File: config.mk
export PLATFORM = sky130hd
export DESIGN_NAME = wait_event_mc_flat
export DESIGN_NICKNAME = d
export VERILOG_FILES = /design/src/rtl/wait_event_if.sv /design/src/rtl/wait_event_mc.sv /design/src/flat_wrapper.sv
export SDC_FILE = /design/constraint.sdc
export NUM_CORES = 1
export LEC_CHECK = 0
export CORE_ASPECT_RATIO = 0.9
export CORE_MARGIN = 2
export CORE_UTILIZATION = 55
export CTS_CLUSTER_DIAMETER = 40
export DETAILED_ROUTE_END_ITERATION = 8
export PLACE_DENSITY = 0.8
export SLEW_MARGIN = 5
export SYNTH_ARGS = -nofsm -noshare
export SYNTH_HDL_FRONTEND = slang
export SYNTH_SLANG_ARGS = --single-unit
export TNS_END_PERCENT = 20
File: constraint.sdc
create_clock -name clk -period 3.8 [get_ports clk]
set_input_delay 0.76 -clock clk [delete_from_list [all_inputs] [get_ports clk]]
set_output_delay 0.76 -clock clk [all_outputs]
set_load 0.05 [all_outputs]
File: src/rtl/wait_event_if.sv
// Command, sample and result signals of the multi-channel event waiter.
// master drives commands and channel samples; slave is the waiter.
interface wait_event_if #(
    parameter int WAIT_SIZE  = 4,
    parameter int WAIT_WIDTH = 8,
    parameter int SEL_W      = 2,
    parameter int BIT_W      = 3,
    parameter int OCC_W      = 4,
    parameter int TO_W       = 16
);
    logic [WAIT_SIZE*WAIT_WIDTH-1:0] i_wait;
    logic                            i_cmd_valid;
    logic                            o_cmd_ready;
    logic [2:0]                      i_cmd_op;
    logic [SEL_W-1:0]                i_cmd_sel;
    logic [BIT_W-1:0]                i_cmd_bit;
    logic [OCC_W-1:0]                i_cmd_occ;
    logic [TO_W-1:0]                 i_cmd_timeout;
    logic                            i_abort;
    logic                            o_wait_done;
    logic [1:0]                      o_status;
    logic [TO_W-1:0]                 o_elapsed;
    logic                            o_busy;

    modport master (
        output i_wait, i_cmd_valid, i_cmd_op, i_cmd_sel,
        output i_cmd_bit, i_cmd_occ, i_cmd_timeout, i_abort,
        input  o_cmd_ready, o_wait_done, o_status,
        input  o_elapsed, o_busy
    );

    modport slave (
        input  i_wait, i_cmd_valid, i_cmd_op, i_cmd_sel,
        input  i_cmd_bit, i_cmd_occ, i_cmd_timeout, i_abort,
        output o_cmd_ready, o_wait_done, o_status,
        output o_elapsed, o_busy
    );
endinterface

File: src/rtl/wait_event_mc.sv
// Multi-channel event waiter: edge/level modes, N-occurrence counting,
// cycle-exact timeout, abort and elapsed-cycle reporting.
module wait_event_mc #(
    parameter int WAIT_SIZE  = 4,
    parameter int WAIT_WIDTH = 8,
    parameter int SEL_W      = 2,
    parameter int BIT_W      = 3,
    parameter int OCC_W      = 4,
    parameter int TO_W       = 16
) (
    input logic        clk,
    input logic        rst,
    wait_event_if.slave bus
);
    typedef enum logic [1:0] {IDLE, ARM, WAIT, DONE} state_t;

    localparam logic [2:0] OP_WTR = 3'd0;
    localparam logic [2:0] OP_WTF = 3'd1;
    localparam logic [2:0] OP_WTH = 3'd2;
    localparam logic [2:0] OP_WTL = 3'd3;
    localparam logic [2:0] OP_WTE = 3'd4;

    localparam logic [1:0] ST_MATCH   = 2'd0;
    localparam logic [1:0] ST_TIMEOUT = 2'd1;
    localparam logic [1:0] ST_ABORT   = 2'd2;
    localparam logic [1:0] ST_ILLEGAL = 2'd3;

    state_t state;

    logic [WAIT_SIZE-1:0][WAIT_WIDTH-1:0] s_cur;
    logic [WAIT_SIZE-1:0][WAIT_WIDTH-1:0] s_prev;

    logic [2:0]       op;
    logic [SEL_W-1:0] sel;
    logic [BIT_W-1:0] bsel;
    logic [OCC_W-1:0] occ;
    logic [TO_W-1:0]  tmo;
    logic [OCC_W-1:0] hits;
    logic [TO_W-1:0]  cyc;

    logic            ready, done, busy;
    logic [1:0]      status;
    logic [TO_W-1:0] elapsed;

    logic            legal;
    logic            b, p, hit, match, to_hit;
    logic [TO_W-1:0] cyc_inc;
    logic            fin;
    logic [1:0]      fin_st;
    logic [TO_W-1:0] fin_el;

    assign legal = (bus.i_cmd_op <= OP_WTE)
                 && (int'(bus.i_cmd_sel) < WAIT_SIZE)
                 && (int'(bus.i_cmd_bit) < WAIT_WIDTH);

    always_comb begin
        b   = s_cur[sel][bsel];
        p   = s_prev[sel][bsel];
        hit = 1'b0;
        unique case (1'b1)
            op == OP_WTR: hit = ~p & b;
            op == OP_WTF: hit = p & ~b;
            op == OP_WTH: hit = b;
            op == OP_WTL: hit = ~b;
            op == OP_WTE: hit = p ^ b;
            default:      hit = 1'b0;
        endcase
    end

    // With no timeout the counter pins at all-ones instead of wrapping.
    assign cyc_inc = (cyc == '1) ? cyc : cyc + 1'b1;
    assign match   = hit && (hits + OCC_W'(1) == occ);
    assign to_hit  = (tmo != '0) && (cyc_inc == tmo);

    always_comb begin
        fin    = 1'b0;
        fin_st = ST_MATCH;
        fin_el = cyc_inc;
        if (state == ARM && bus.i_abort) begin
            fin    = 1'b1;
            fin_st = ST_ABORT;
            fin_el = '0;
        end else if (state == WAIT) begin
            if (bus.i_abort) begin
                fin    = 1'b1;
                fin_st = ST_ABORT;
                fin_el = cyc;
            end else if (match) begin
                fin    = 1'b1;
                fin_st = ST_MATCH;
            end else if (to_hit) begin
                fin    = 1'b1;
                fin_st = ST_TIMEOUT;
            end
        end
    end

    always_ff @(posedge clk) begin
        if (rst) begin
            state   <= IDLE;
            s_cur   <= '0;
            s_prev  <= '0;
            op      <= '0;
            sel     <= '0;
            bsel    <= '0;
            occ     <= '0;
            tmo     <= '0;
            hits    <= '0;
            cyc     <= '0;
            ready   <= 1'b1;
            done    <= 1'b0;
            busy    <= 1'b0;
            status  <= ST_MATCH;
            elapsed <= '0;
        end else begin
            s_cur  <= bus.i_wait;
            s_prev <= s_cur;
            done   <= 1'b0;
            unique case (state)
                IDLE: begin
                    if (bus.i_cmd_valid && legal) begin
                        op    <= bus.i_cmd_op;
                        sel   <= bus.i_cmd_sel;
                        bsel  <= bus.i_cmd_bit;
                        occ   <= (bus.i_cmd_occ == '0) ? OCC_W'(1)
                                                       : bus.i_cmd_occ;
                        tmo   <= bus.i_cmd_timeout;
                        state <= ARM;
                        ready <= 1'b0;
                        busy  <= 1'b1;
                    end else if (bus.i_cmd_valid) begin
                        state   <= DONE;
                        ready   <= 1'b0;
                        done    <= 1'b1;
                        status  <= ST_ILLEGAL;
                        elapsed <= '0;
                    end
                end
                ARM: begin
                    hits  <= '0;
                    cyc   <= '0;
                    state <= WAIT;
                end
                WAIT: begin
                    hits <= hits + OCC_W'(hit);
                    cyc  <= cyc_inc;
                end
                DONE: begin
                    state <= IDLE;
                    ready <= 1'b1;
                end
                default: state <= IDLE;
            endcase
            if (fin) begin
                state   <= DONE;
                busy    <= 1'b0;
                done    <= 1'b1;
                status  <= fin_st;
                elapsed <= fin_el;
            end
        end
    end

    assign bus.o_cmd_ready = ready;
    assign bus.o_wait_done = done;
    assign bus.o_status    = status;
    assign bus.o_elapsed   = elapsed;
    assign bus.o_busy      = busy;
endmodule

File: src/flat_wrapper.sv
// flat-port wrapper written by rule: the top's interface ports become plain ports
module wait_event_mc_flat 
#(
    parameter int WAIT_SIZE  = 4,
    parameter int WAIT_WIDTH = 8,
    parameter int SEL_W      = 2,
    parameter int BIT_W      = 3,
    parameter int OCC_W      = 4,
    parameter int TO_W       = 16
)
  (clk, rst, bus_i_wait, bus_i_cmd_valid, bus_i_cmd_op, bus_i_cmd_sel, bus_i_cmd_bit, bus_i_cmd_occ, bus_i_cmd_timeout, bus_i_abort, bus_o_cmd_ready, bus_o_wait_done, bus_o_status, bus_o_elapsed, bus_o_busy);
  wait_event_if #(.WAIT_SIZE(WAIT_SIZE), .WAIT_WIDTH(WAIT_WIDTH), .SEL_W(SEL_W), .BIT_W(BIT_W), .OCC_W(OCC_W), .TO_W(TO_W)) bus_i ();
  input logic clk;
  input logic rst;
  input wire logic [$bits(bus_i.i_wait)-1:0] bus_i_wait;
  input wire logic [$bits(bus_i.i_cmd_valid)-1:0] bus_i_cmd_valid;
  input wire logic [$bits(bus_i.i_cmd_op)-1:0] bus_i_cmd_op;
  input wire logic [$bits(bus_i.i_cmd_sel)-1:0] bus_i_cmd_sel;
  input wire logic [$bits(bus_i.i_cmd_bit)-1:0] bus_i_cmd_bit;
  input wire logic [$bits(bus_i.i_cmd_occ)-1:0] bus_i_cmd_occ;
  input wire logic [$bits(bus_i.i_cmd_timeout)-1:0] bus_i_cmd_timeout;
  input wire logic [$bits(bus_i.i_abort)-1:0] bus_i_abort;
  output wire logic [$bits(bus_i.o_cmd_ready)-1:0] bus_o_cmd_ready;
  output wire logic [$bits(bus_i.o_wait_done)-1:0] bus_o_wait_done;
  output wire logic [$bits(bus_i.o_status)-1:0] bus_o_status;
  output wire logic [$bits(bus_i.o_elapsed)-1:0] bus_o_elapsed;
  output wire logic [$bits(bus_i.o_busy)-1:0] bus_o_busy;
  assign bus_i.i_wait = bus_i_wait;
  assign bus_i.i_cmd_valid = bus_i_cmd_valid;
  assign bus_i.i_cmd_op = bus_i_cmd_op;
  assign bus_i.i_cmd_sel = bus_i_cmd_sel;
  assign bus_i.i_cmd_bit = bus_i_cmd_bit;
  assign bus_i.i_cmd_occ = bus_i_cmd_occ;
  assign bus_i.i_cmd_timeout = bus_i_cmd_timeout;
  assign bus_i.i_abort = bus_i_abort;
  assign bus_o_cmd_ready = bus_i.o_cmd_ready;
  assign bus_o_wait_done = bus_i.o_wait_done;
  assign bus_o_status = bus_i.o_status;
  assign bus_o_elapsed = bus_i.o_elapsed;
  assign bus_o_busy = bus_i.o_busy;
  wait_event_mc #(.WAIT_SIZE(WAIT_SIZE), .WAIT_WIDTH(WAIT_WIDTH), .SEL_W(SEL_W), .BIT_W(BIT_W), .OCC_W(OCC_W), .TO_W(TO_W)) u_core (.clk(clk), .rst(rst), .bus(bus_i));
endmodule
Yosys cells after proc, flatten, opt, wreduce, memory -nomap -nowiden. Cells that the tools add are included.

Register bits: 135. Output and inout port bits: 21. Logic and storage cells: 107.

$add $sub $neg: 3. $lt $le $gt $ge: 3. Eq/ne operators: 13. Multiplexer cells: 44. Bitwise operators: 5. Reductions and logical operators: 18.

Operator list (count): two-way mux 16 bit (8); binary-select mux 8 bit (select 2 bit) (2); case mux 16 bit (2 select lines) (1); two-way mux 2 bit (10); adder 16 x 1 -> 16 bit, second input constant (1); equality test 16 bit (1); equality test 16 bit, second input constant (1); two-way mux 8 bit (2); nonzero test 16 bit (1); two-way mux 1 bit (14); case mux 4 bit (2 select lines) (1); nonzero test 2 bit (4); binary-select mux 1 bit (select 3 bit) (2); equality test 3 x 2 -> 1 bit, second input constant (2); case mux 2 bit (3 select lines) (1); AND reduction 2 bit (3); case mux 1 bit (5 select lines) (1); adder 4 x 1 -> 4 bit (1); adder 4 x 1 -> 4 bit, second input constant (1); equality test 2 bit, second input constant (2); equality test 4 bit (1); logical AND 1 bit (4); logical NOT 4 bit (1); < comparator 3 x 4 -> 1 bit, second input constant (1); other kinds (18) (20).

Longest topological paths before layout. Gate-level depths: netlist of run 1.

Depth after elaboration: 14. Depth in mapped cells: 18. Mapped depth without buffers: 16.

Worst setup path after synthesis of run 1. OpenSTA, ideal clock, no wires.

Path type: register to register. Start: register u_core.sel[0]. End: register u_core.hits[2]. Library setup time: 128 ps. Arrival time: 3009 ps. Data required time: 3672 ps. Slack: 664 ps. Stages on the path, launching flop included: 16. Clock period less this slack: 3136 ps. Cell sequence: dfxtp_1 buf_6 buf_6 mux4_2 mux4_2 mux2i_1 inv_1 ha_1 nor4bb_1 a21oi_1 nand2_1 ha_1 ha_1 nor3b_1 a21oi_1 nor2_1.

Word-level cells in the longest chain between the ends: 9. Elaborated cells between the ends (all ways): 16. Those cells by class: add/sub: 1; mux: 10; bitwise: 5.

Ends and longest elaborated chain: start: declaration (RTL line wait_event_mc.sv:34) `logic [SEL_W-1:0] sel;`; start signal: assignment (RTL line wait_event_mc.sv:123) `sel <= bus.i_cmd_sel;`; binary-select mux 8 bit (select 2 bit), on equally long branches (RTL line wait_event_mc.sv:57, wait_event_mc.sv:58); two-way mux 8 bit, on equally long branches (RTL line wait_event_mc.sv:57, wait_event_mc.sv:58); binary-select mux 1 bit (select 3 bit), on equally long branches (RTL line wait_event_mc.sv:57, wait_event_mc.sv:58); two-way mux 1 bit, on equally long branches (RTL line wait_event_mc.sv:57, wait_event_mc.sv:58); NOT 1 bit, on equally long branches (RTL line wait_event_mc.sv:62, wait_event_mc.sv:64, wait_event_mc.sv:61); bitwise AND 1 bit, on equally long branches (RTL line wait_event_mc.sv:62, wait_event_mc.sv:61); case mux 1 bit (5 select lines) (*) (RTL line wait_event_mc.sv:60) `unique case (1'b1)`; adder 4 x 1 -> 4 bit (*) (RTL line wait_event_mc.sv:145) `hits <= hits + OCC_W'(hit);`; case mux 4 bit (2 select lines) (*) (RTL line wait_event_mc.sv:119) `unique case (state)`; end signal: assignment (RTL line wait_event_mc.sv:145); end: declaration (RTL line wait_event_mc.sv:38) `logic [OCC_W-1:0] hits;`.

Mark *: on every way between the ends. The rest lies on a longest branch, timed or not. The select of a mux whose other input is x is not followed. A chain may end at the register's enable or synchronous reset.

Worst setup path in the final report of run 1. Same ends and word-level chain as after synthesis.

==> results of run 1 <==
==> sequential cells by signal, indices dropped and copies added, names as in the netlist <==
| register | cells |
|---|---|
| u_core.bus.o_status | 2 |
| u_core.sel | 2 |
| u_core.cyc | 16 |
| u_core.bus.o_wait_done | 1 |
| u_core.bus.o_busy | 1 |
| u_core.bus.o_cmd_ready | 1 |
| u_core.s_prev | 32 |
| u_core.occ | 4 |
| u_core.state | 2 |
| u_core.bus.o_elapsed | 16 |
| u_core.tmo | 16 |
| u_core.hits | 4 |
| u_core.s_cur | 32 |
| u_core.op | 3 |
| u_core.bsel | 3 |
==> layout make-up <==
type,count,area share
clock buffers,18,0.0547
clock inverters,14,0.0234
inverters,11,0.00526
multi-input cells,512,0.422
flip-flops and latches,135,0.344
well taps,156,0.0249
repair buffers,102,0.126
==> final timing paths <==
path                                 start  depth (start not counted)  slack (ns)                       end
setup / recovery             u_core.sel[0]                         15        0.33            u_core.hits[2]
hold / removal    u_core.bus.o_elapsed[14]                          2        0.45  u_core.bus.o_elapsed[14]
setup reg to reg             u_core.sel[0]                         15        0.33            u_core.hits[2]
hold reg to reg   u_core.bus.o_elapsed[14]                          2        0.45  u_core.bus.o_elapsed[14]
==> stage by stage <==
stage | utilization | worst slack (ns) | instance area [um^2] | power, uW | instances
global route | 0.695 | 0.0294 | 7850 | 4550 | 948
CTS | 0.695 | 0.368 | 7850 | 4360 | 948
global placement | 0.641 | 0.529 | 7240 | 2620 | 916
detailed placement | 0.641 | 0.396 | 7240 | 2660 | 916
finish | 0.695 | 0.327 | 7850 | 4360 | 948
floorplan | - | 0.664 | 6310 | 2360 | 707
==> cell families (layout without fill, tap and decap cells) <==
kind of cell	count (synthesis)	count (layout)	share of synthesized area
flip-flops	135	135	0.429
adder cells (fa/ha/maj)	10	10	0.0198
buffers and inverters	60	145	0.0462
AND/OR/NAND/NOR	315	315	0.254
multiplexers	44	44	0.101
AO/OA/AOI/OAI	107	107	0.0986
XOR/XNOR	36	36	0.0522
==> cells in the mapped netlist, types with 14 or more instances <==
cell type / count / area share
nand3_1: 15 / 0.012
nor2_1: 45 / 0.027
dfxtp_1: 135 / 0.43
buf_2: 14 / 0.011
nor3_1: 16 / 0.013
mux4_2: 15 / 0.054
o21ai_0: 22 / 0.017
nor2b_1: 68 / 0.067
mux2i_1: 22 / 0.035
xor2_1: 14 / 0.019
a21oi_1: 53 / 0.042
xnor2_1: 21 / 0.029
nand2_1: 121 / 0.072
clkbuf_1: 28 / 0.017
==> critical path: stages, from the launching register on <==
cell     delay [ns]
dfxtp_1        0.31
buf_4          0.31
mux4_2         0.55
mux2i_1        0.16
nor3b_1        0.08
nor4_2         0.46
inv_1          0.09
ha_1           0.29
mux2i_1        0.06
a21oi_1        0.17
nand2_1        0.07
ha_1           0.21
ha_1           0.20
nor3b_1        0.14
a21oi_1        0.16
nor2_1         0.06
==> layer usage <==
layer  vias up  global-route usage
met1      2491               0.383
met4         0              0.0815
met2       238               0.395
met5         -                   0
met3        17              0.0656
li1       2571                   -
==> power groups by stage <==
stage / clock network [uW] / logic, uW / registers [uW]
after floorplan: 0 / 693 / 1670
after global placement: 0 / 989 / 1630
after global routing: 1790 / 1140 / 1620
final: 1710 / 1040 / 1610
after detailed placement: 0 / 1020 / 1640
after CTS: 1720 / 1030 / 1610
==> metrics, run 1 <==
Setup-failing EPs final=0; status=finished clean; Critical Path End Type=flip-flop; area grow syn2layout=24.5%; vias=5,317; Cell Area, Synth=6310 um^2; startpoint types=flip-flop; WL met2=7070 um; DRT Wirelength=15,700 um; Critical Path RT=4.08 ns; initial antenna violation count=0; critical path class=flip-flop to flip-flop; Logic pwr share=0.238; aggregate global routing overflow=0; Multi-input gate area=3310 um^2; Synth Net Count=781; final hold vios=0; HPWL Detailed=11,400 um; GPL Wtd Cong=0.970; clock sink count=135; final period utilization=0.914; Ports=85; H-Tree Depth=4; Yosys reg bits=135; Clk Latency, worst-skew pair=0.43 ns; highest metal used=met4; Sw Share=0.315; commonest non-fill, non-tap cells in the layout=135 x dfxtp_1, 121 x nand2_1, 83 x clkdlybuf4s50_1; Worst Tran Pin Value=0.770 ns; port buffer count=84; clk buf depth=2; Distinct cells, synth=55; Worst-path clk slew=0.06 ns; PwrDens=555 nW/um^2; Initial Utilization=0.558; Synth Instances=707; Ant. Diodes=0; Setup TNS Final=0 ns; Hold WC Path Type=flip-flop to flip-flop; CTS Root Cell=clkbuf_16; LEAKAGE=0.00292 uW; Chip Height=106 um; Int Pwr=2990 uW; worst clock skew=0.0102 ns; Yosys warnings=0; routed vias/inst=5.61; Post-CTS Setup Bufs=0; Die Area=12,300 um^2; CTS buffer count=17; drt drc=0; ys async rst share=0; CTS hold repair buffers=0; Max FO, Critical Path=20; part of the power in registers=0.369; most common cell after layout, fill and taps aside=dfxtp_1; First-pass DRT Iterations=5; register area share after synthesis=0.429; Clock Power Share=0.392; Worst EP arrival=3.76 ns; Post-synth EDFFs=0; Primary FF master, synth=dfxtp_1; wl on met1=7180 um; FP Rows=37; number of nets in the layout=853; share of layout cells above drive strength 1=0.105; global-route wire length before repair=25,300 um; Avg Inst Size Synth=8.92 um^2; CTS tree=built; P_sw=1370 uW; register area=2700 um^2; Placeable Area=11,300 um^2; vias in the first global route=4,991; Routed Antenna Nets=0; Slew Limit Fails=0; largest net degree at the start of global routing=69; Slew Limit Headroom=0.482; Resize count post-CTS=0; Max Cap Viol=0; RSZ-0062 raised after global routing=false; Hold Slack=0.454 ns; WL/cell=16.6 um; GRT Overall Usage=0.266; die width=117 um; minimum clock period=3.47 ns; Fillers=909; met3 wire length=1260 um; initial drt markers=536; Fmax=0.288 GHz; Max rail drop VDD=0.373 mV
(Power assumes the default switching activity.)
==> run 2: changes to the inputs <==
--- a/config.mk
+++ b/config.mk
@@ -6,7 +6,7 @@
 export NUM_CORES = 1
 export LEC_CHECK = 0
 export CORE_ASPECT_RATIO = 0.9
-export CORE_MARGIN = 2
+export CORE_MARGIN = 4
 export CORE_UTILIZATION = 55
 export CTS_CLUSTER_DIAMETER = 40
 export DETAILED_ROUTE_END_ITERATION = 8
==> run 2 against run 1 <==
  * Combinational power is essentially flat
  * Die area rose by 7.3%
  * Non-clock buffer count decreased by 1
  * Worst setup slack worse by 0.0067 ns
  * Routed wire length is 0.89% lower
  * Fmax is 0.19% lower
  * Power shrank 4.0%
  * Cell count shrank 0.53%
  * Clock power decreased by 9.9%
  * First-iteration DRC count increased by 4.5%
  * Global-route usage fell by 1.7 points
  * Largest cell class unchanged
==> metrics, run 2 (synthesis gave the netlist of run 1 again) <==
status=finished clean (unchanged); hold-critical path depth=2 (unchanged); reg2reg start=u_core.sel[0] (unchanged); Hold Slack=0.459 ns (was 0.454 ns); H-Tree Depth=4 (unchanged); Critical Path RT=4.08 ns (about the same); Placeable Area=11,000 um^2 (was 11,300 um^2); Setup-failing EPs final=0 (unchanged); WL/cell=16.5 um (was 16.6 um); Logic pwr share=0.246 (was 0.238); Worst Tran Pin Value=0.689 ns (was 0.770 ns); Placement Cell Area=7230 um^2 (was 7240 um^2); aggregate global routing overflow=0 (unchanged); reg-to-reg endpoint=u_core.hits[2] (unchanged); final instance area=7780 um^2 (was 7850 um^2); die width=121 um (was 117 um); Critical Path End Type=flip-flop (unchanged); initial drt markers=560 (was 536); Fmax=0.287 GHz (was 0.288 GHz); Total Power=4190 uW (was 4360 uW); Initial Utilization=0.571 (was 0.558); Worst EP arrival=3.76 ns (about the same); CTS Root Cell=clkbuf_16 (unchanged); Chip Height=110 um (was 106 um); port buffer count=84 (unchanged); Worst Slack Setup Final=0.320 ns (was 0.327 ns); Multi-input gate area=3310 um^2 (unchanged); worst clock skew=0.00991 ns (was 0.0102 ns); initial antenna violation count=0 (unchanged); most common cell after layout, fill and taps aside=dfxtp_1 (unchanged); R2R cell count=15 (unchanged); minimum clock period=3.48 ns (was 3.47 ns); Max FO, Critical Path=20 (unchanged); R2R Setup Slk=0.32 ns (was 0.33 ns); Clock Power Share=0.368 (was 0.392); final period utilization=0.916 (was 0.914); Sw Share=0.330 (was 0.315); startpoint types=flip-flop (unchanged); Clk Latency, worst-skew pair=0.43 ns (about the same); Ports=85 (unchanged); vias=5,273 (was 5,317); PwrDens=538 nW/um^2 (was 555 nW/um^2); Resize count post-CTS=0 (unchanged); Hold WC Path Type=flip-flop to flip-flop (unchanged); Setup WS pre-CTS=0.340 ns (was 0.396 ns); routed vias/inst=5.59 (was 5.61); biggest regs=u_core.s_cur x32, u_core.s_prev x32 (unchanged); Die Area=13,200 um^2 (was 12,300 um^2); clk buf depth=2 (unchanged); GPL Wtd Cong=0.954 (was 0.970); Setup TNS Final=0 ns (unchanged); Worst-path clk slew=0.06 ns (about the same); share of layout cells above drive strength 1=0.104 (was 0.105); area grow syn2layout=23.4% (was 24.5%); CTS hold repair buffers=0 (unchanged); largest net degree at the start of global routing=63 (was 69); HPWL Detailed=11,300 um (was 11,400 um); CTS buffer count=17 (unchanged); Slew Limit Fails=0 (unchanged); Max rail drop VDD=0.326 mV (was 0.373 mV); vias in the first global route=5,221 (was 4,991); P_sw=1380 uW (was 1370 uW); part of the power in registers=0.387 (was 0.369); global-route wire length before repair=25,900 um (was 25,300 um); RSZ-0062 raised after global routing=false (unchanged); drt drc=0 (unchanged); beginning of the worst hold path=u_core.bus.o_elapsed[8] (was u_core.bus.o_elapsed[14]); Fillers=861 (was 909); Routed Antenna Nets=0 (unchanged); Int Pwr=2800 uW (was 2990 uW); LEAKAGE=0.00288 uW (was 0.00292 uW); clock sink count=135 (unchanged); Post-CTS Setup Bufs=0 (unchanged); register area=2700 um^2 (unchanged); final hold vios=0 (unchanged); crit path from=u_core.sel[0] (unchanged); Worst Hold End=u_core.bus.o_elapsed[8] (was u_core.bus.o_elapsed[14]); Max Cap Viol=0 (unchanged); CTS tree=built (unchanged); First-pass DRT Iterations=5 (unchanged); DRT Wirelength=15,600 um (was 15,700 um); FP Rows=36 (was 37); Ant. Diodes=0 (unchanged); critical path class=flip-flop to flip-flop (unchanged); number of nets in the layout=852 (was 853); Slew Limit Headroom=0.540 (was 0.482); commonest non-fill, non-tap cells in the layout=135 x dfxtp_1, 121 x nand2_1, 83 x clkdlybuf4s50_1 (unchanged); GRT Overall Usage=0.249 (was 0.266)
==> run 2: worst max path at each step <==
stage                                    to  slack [ns]  cells past startpoint
global route                 u_core.hits[2]        0.04                     15
CTS                          u_core.hits[2]        0.30                     15
global placement    u_core.bus.o_elapsed[3]        0.49                     12
detailed placement           u_core.hits[2]        0.34                     15
floorplan                    u_core.hits[2]        0.66                     15
finish                       u_core.hits[2]        0.32                     15
==> run 2: layout make-up <==
class                   instances  area share
flip-flops and latches        135       0.347
repair buffers                101       0.126
multi-input cells             512       0.426
clock buffers                  19      0.0569
well taps                     152      0.0244
inverters                      11     0.00531
clock inverters                13      0.0142
==> run 2: power groups by stage <==
| stage | clock [uW] | sequential [uW] | combinational (uW) |
|---|---|---|---|
| floorplan | 0 | 1670 | 693 |
| detailed placement | 0 | 1650 | 1010 |
| CTS | 1550 | 1620 | 1020 |
| global placement | 0 | 1640 | 980 |
| finish | 1540 | 1620 | 1030 |
| global route | 1620 | 1630 | 1130 |
==> run 2: routing by layer <==
metal | GRT usage | up-vias | part of all wire
li1 | - | 2571 | -
met1 | 0.347 | 2474 | 0.47
met2 | 0.372 | 207 | 0.44
met3 | 0.0694 | 21 | 0.074
met4 | 0.0898 | 0 | 0.015
met5 | 0 | - | 0
==> run 2: metrics by stage <==
stage	utilization	std cells
finish	0.705	943
global route	0.705	943
CTS	0.705	943
detailed placement	0.655	911
global placement	0.655	911
floorplan	-	707
==> run 2: worst max-delay path: stages (launching register included) <==
cell,delay (ns)
dfxtp_1,0.32
buf_4,0.32
mux4_2,0.56
mux2i_1,0.17
nor3b_1,0.09
nor4_2,0.42
inv_1,0.09
ha_1,0.30
mux2i_1,0.06
a21oi_1,0.17
nand2_1,0.08
ha_1,0.21
ha_1,0.20
nor3b_1,0.14
a21oi_1,0.15
nor2_1,0.06
==> run 3: changes to the inputs <==
--- a/config.mk
+++ b/config.mk
@@ -6,7 +6,6 @@
 export NUM_CORES = 1
 export LEC_CHECK = 0
 export CORE_ASPECT_RATIO = 0.9
-export CORE_MARGIN = 4
 export CORE_UTILIZATION = 55
 export CTS_CLUSTER_DIAMETER = 40
 export DETAILED_ROUTE_END_ITERATION = 8
==> run 3 against run 2 <==
  * Worst setup slack improved by 0.038 ns
  * Clock skew fell by 0.0050 ns
  * First-iteration DRC count fell by 24%
  * Sequential power barely moved
  * Sequential cell count did not move
  * Non-clock buffer count rose by 1
  * Die area fell by 10%
  * Critical endpoint unchanged
==> metrics, run 3 (synthesis gave the netlist of run 1 again) <==
worst clock skew=0.00487 ns (was 0.00991 ns); area grow syn2layout=24.2% (was 23.4%); Placeable Area=11,000 um^2 (about the same); First-pass DRT Iterations=6 (was 5); highest metal used=met4 (unchanged); met3 wire length=1090 um (was 1150 um); Clk Latency, worst-skew pair=0.42 ns (was 0.43 ns); biggest regs=u_core.s_cur x32, u_core.s_prev x32 (unchanged); WL/cell=16.2 um (was 16.5 um); Routed Antenna Nets=0 (unchanged); wl on met1=7430 um (was 7340 um); LEAKAGE=0.00291 uW (was 0.00288 uW); H-Tree Depth=4 (unchanged); Fmax=0.291 GHz (was 0.287 GHz); final period utilization=0.906 (was 0.916); minimum clock period=3.44 ns (was 3.48 ns); CTS buffer count=17 (unchanged); register area=2700 um^2 (unchanged); Slew Limit Fails=0 (unchanged); WL met2=6690 um (was 6840 um); Multi-input gate area=3310 um^2 (unchanged); Die Area=11,900 um^2 (was 13,200 um^2); Ant. Diodes=0 (unchanged); Ports=85 (unchanged); drt drc=0 (unchanged); clock sink count=135 (unchanged); Max rail drop VDD=0.376 mV (was 0.326 mV); CTS Root Cell=clkbuf_16 (unchanged); vias in the first global route=5,024 (was 5,221); Setup-failing EPs final=0 (unchanged); critical path class=flip-flop to flip-flop (unchanged); Resize count post-CTS=0 (unchanged); CTS hold repair buffers=0 (unchanged); Post-CTS Setup Bufs=0 (unchanged); GPL Wtd Cong=0.940 (was 0.954); commonest non-fill, non-tap cells in the layout=135 x dfxtp_1, 121 x nand2_1, 83 x clkdlybuf4s50_1 (unchanged); Chip Height=104 um (was 110 um); startpoint types=flip-flop (unchanged); DRT Wirelength=15,300 um (was 15,600 um); die width=115 um (was 121 um); number of nets in the layout=853 (was 852); initial drt markers=424 (was 560); Hold WC Path Type=flip-flop to flip-flop (unchanged); Worst Tran Pin Value=0.757 ns (was 0.689 ns); routed vias/inst=5.62 (was 5.59); port buffer count=84 (unchanged); Max FO, Critical Path=20 (unchanged); RSZ-0062 raised after global routing=false (unchanged); largest net degree at the start of global routing=76 (was 63); CTS tree=built (unchanged); vias=5,303 (was 5,273); clk buf depth=2 (unchanged); Setup TNS Final=0 ns (unchanged); share of layout cells above drive strength 1=0.104 (unchanged); Critical Path RT=4.07 ns (was 4.08 ns); Slew Limit Headroom=0.495 (was 0.540); aggregate global routing overflow=0 (unchanged); # placed instances=912 (was 911); global-route wire length before repair=25,400 um (was 25,900 um); status=finished clean (unchanged); Critical Path End Type=flip-flop (unchanged); initial antenna violation count=0 (unchanged); Max Cap Viol=0 (unchanged); Worst-path clk slew=0.06 ns (about the same); final hold vios=0 (unchanged); GRT Overall Usage=0.276 (was 0.249); Initial Utilization=0.574 (was 0.571); most common cell after layout, fill and taps aside=dfxtp_1 (unchanged); PwrDens=550 nW/um^2 (was 538 nW/um^2); Non-Filler Instances=943 (unchanged); Fillers=909 (was 861); FP Rows=36 (unchanged); Worst EP arrival=3.72 ns (was 3.76 ns); HPWL Detailed=11,100 um (was 11,300 um)
## run 3: layer usage
metal  up-vias  GRT usage
met4         0     0.0696
met1      2484      0.408
met5         -          0
met2       227      0.401
li1       2577          -
met3        15     0.0650
## run 3: path summary, 6_finish.rpt
| kind | endpoint | slack, ns | depth (start not counted) | startpoint |
|---|---|---|---|---|
| worst max-delay path | u_core.hits[2] | 0.36 | 14 | u_core.sel[0] |
| worst min-delay path | u_core.bus.o_elapsed[10] | 0.45 | 2 | u_core.bus.o_elapsed[10] |
| worst max register to register | u_core.hits[2] | 0.36 | 14 | u_core.sel[0] |
| worst min register to register | u_core.bus.o_elapsed[10] | 0.45 | 2 | u_core.bus.o_elapsed[10] |
## run 3: worst max-delay path, stage by stage, from the launching register on
cell and delay (ns):
dfxtp_1 0.30, buf_4 0.30, mux4_2 0.56, mux4_2 0.49
mux2i_1 0.24, inv_1 0.07, ha_1 0.20, nor4bb_1 0.14
a21oi_1 0.17, nand2_1 0.08, ha_1 0.21, ha_1 0.20
nor3b_1 0.14, a21oi_1 0.13, nor2_1 0.05
## run 3: through the flow
step / setup slack [ns] / utilization / area, um^2 / hold WS, ns / total power, uW
CTS: 0.359 / 0.713 / 7830 / 0.458 / 4310
global route: 0.0512 / 0.713 / 7830 / 0.468 / 4510
global placement: 0.503 / 0.658 / 7230 / 0.443 / 2610
floorplan: 0.664 / - / 6310 / 0.432 / 2360
detailed placement: 0.355 / 0.658 / 7230 / 0.448 / 2640
finish: 0.358 / 0.713 / 7830 / 0.455 / 4310
## run 3: area by class of cell
cell class | count | share of cell area
sequential | 135 | 0.345
tap | 152 | 0.0243
timing repair buffer | 102 | 0.126
inverter | 11 | 0.00527
clock buffer | 18 | 0.0548
multi-input combinational | 512 | 0.423
clock inverter | 13 | 0.0217
## run 3: power breakdown
part	internal (uW)	switching [uW]	total (uW)
Clock	1040	641	1680
Sequential	1520	99.2	1620
Combinational	411	603	1010
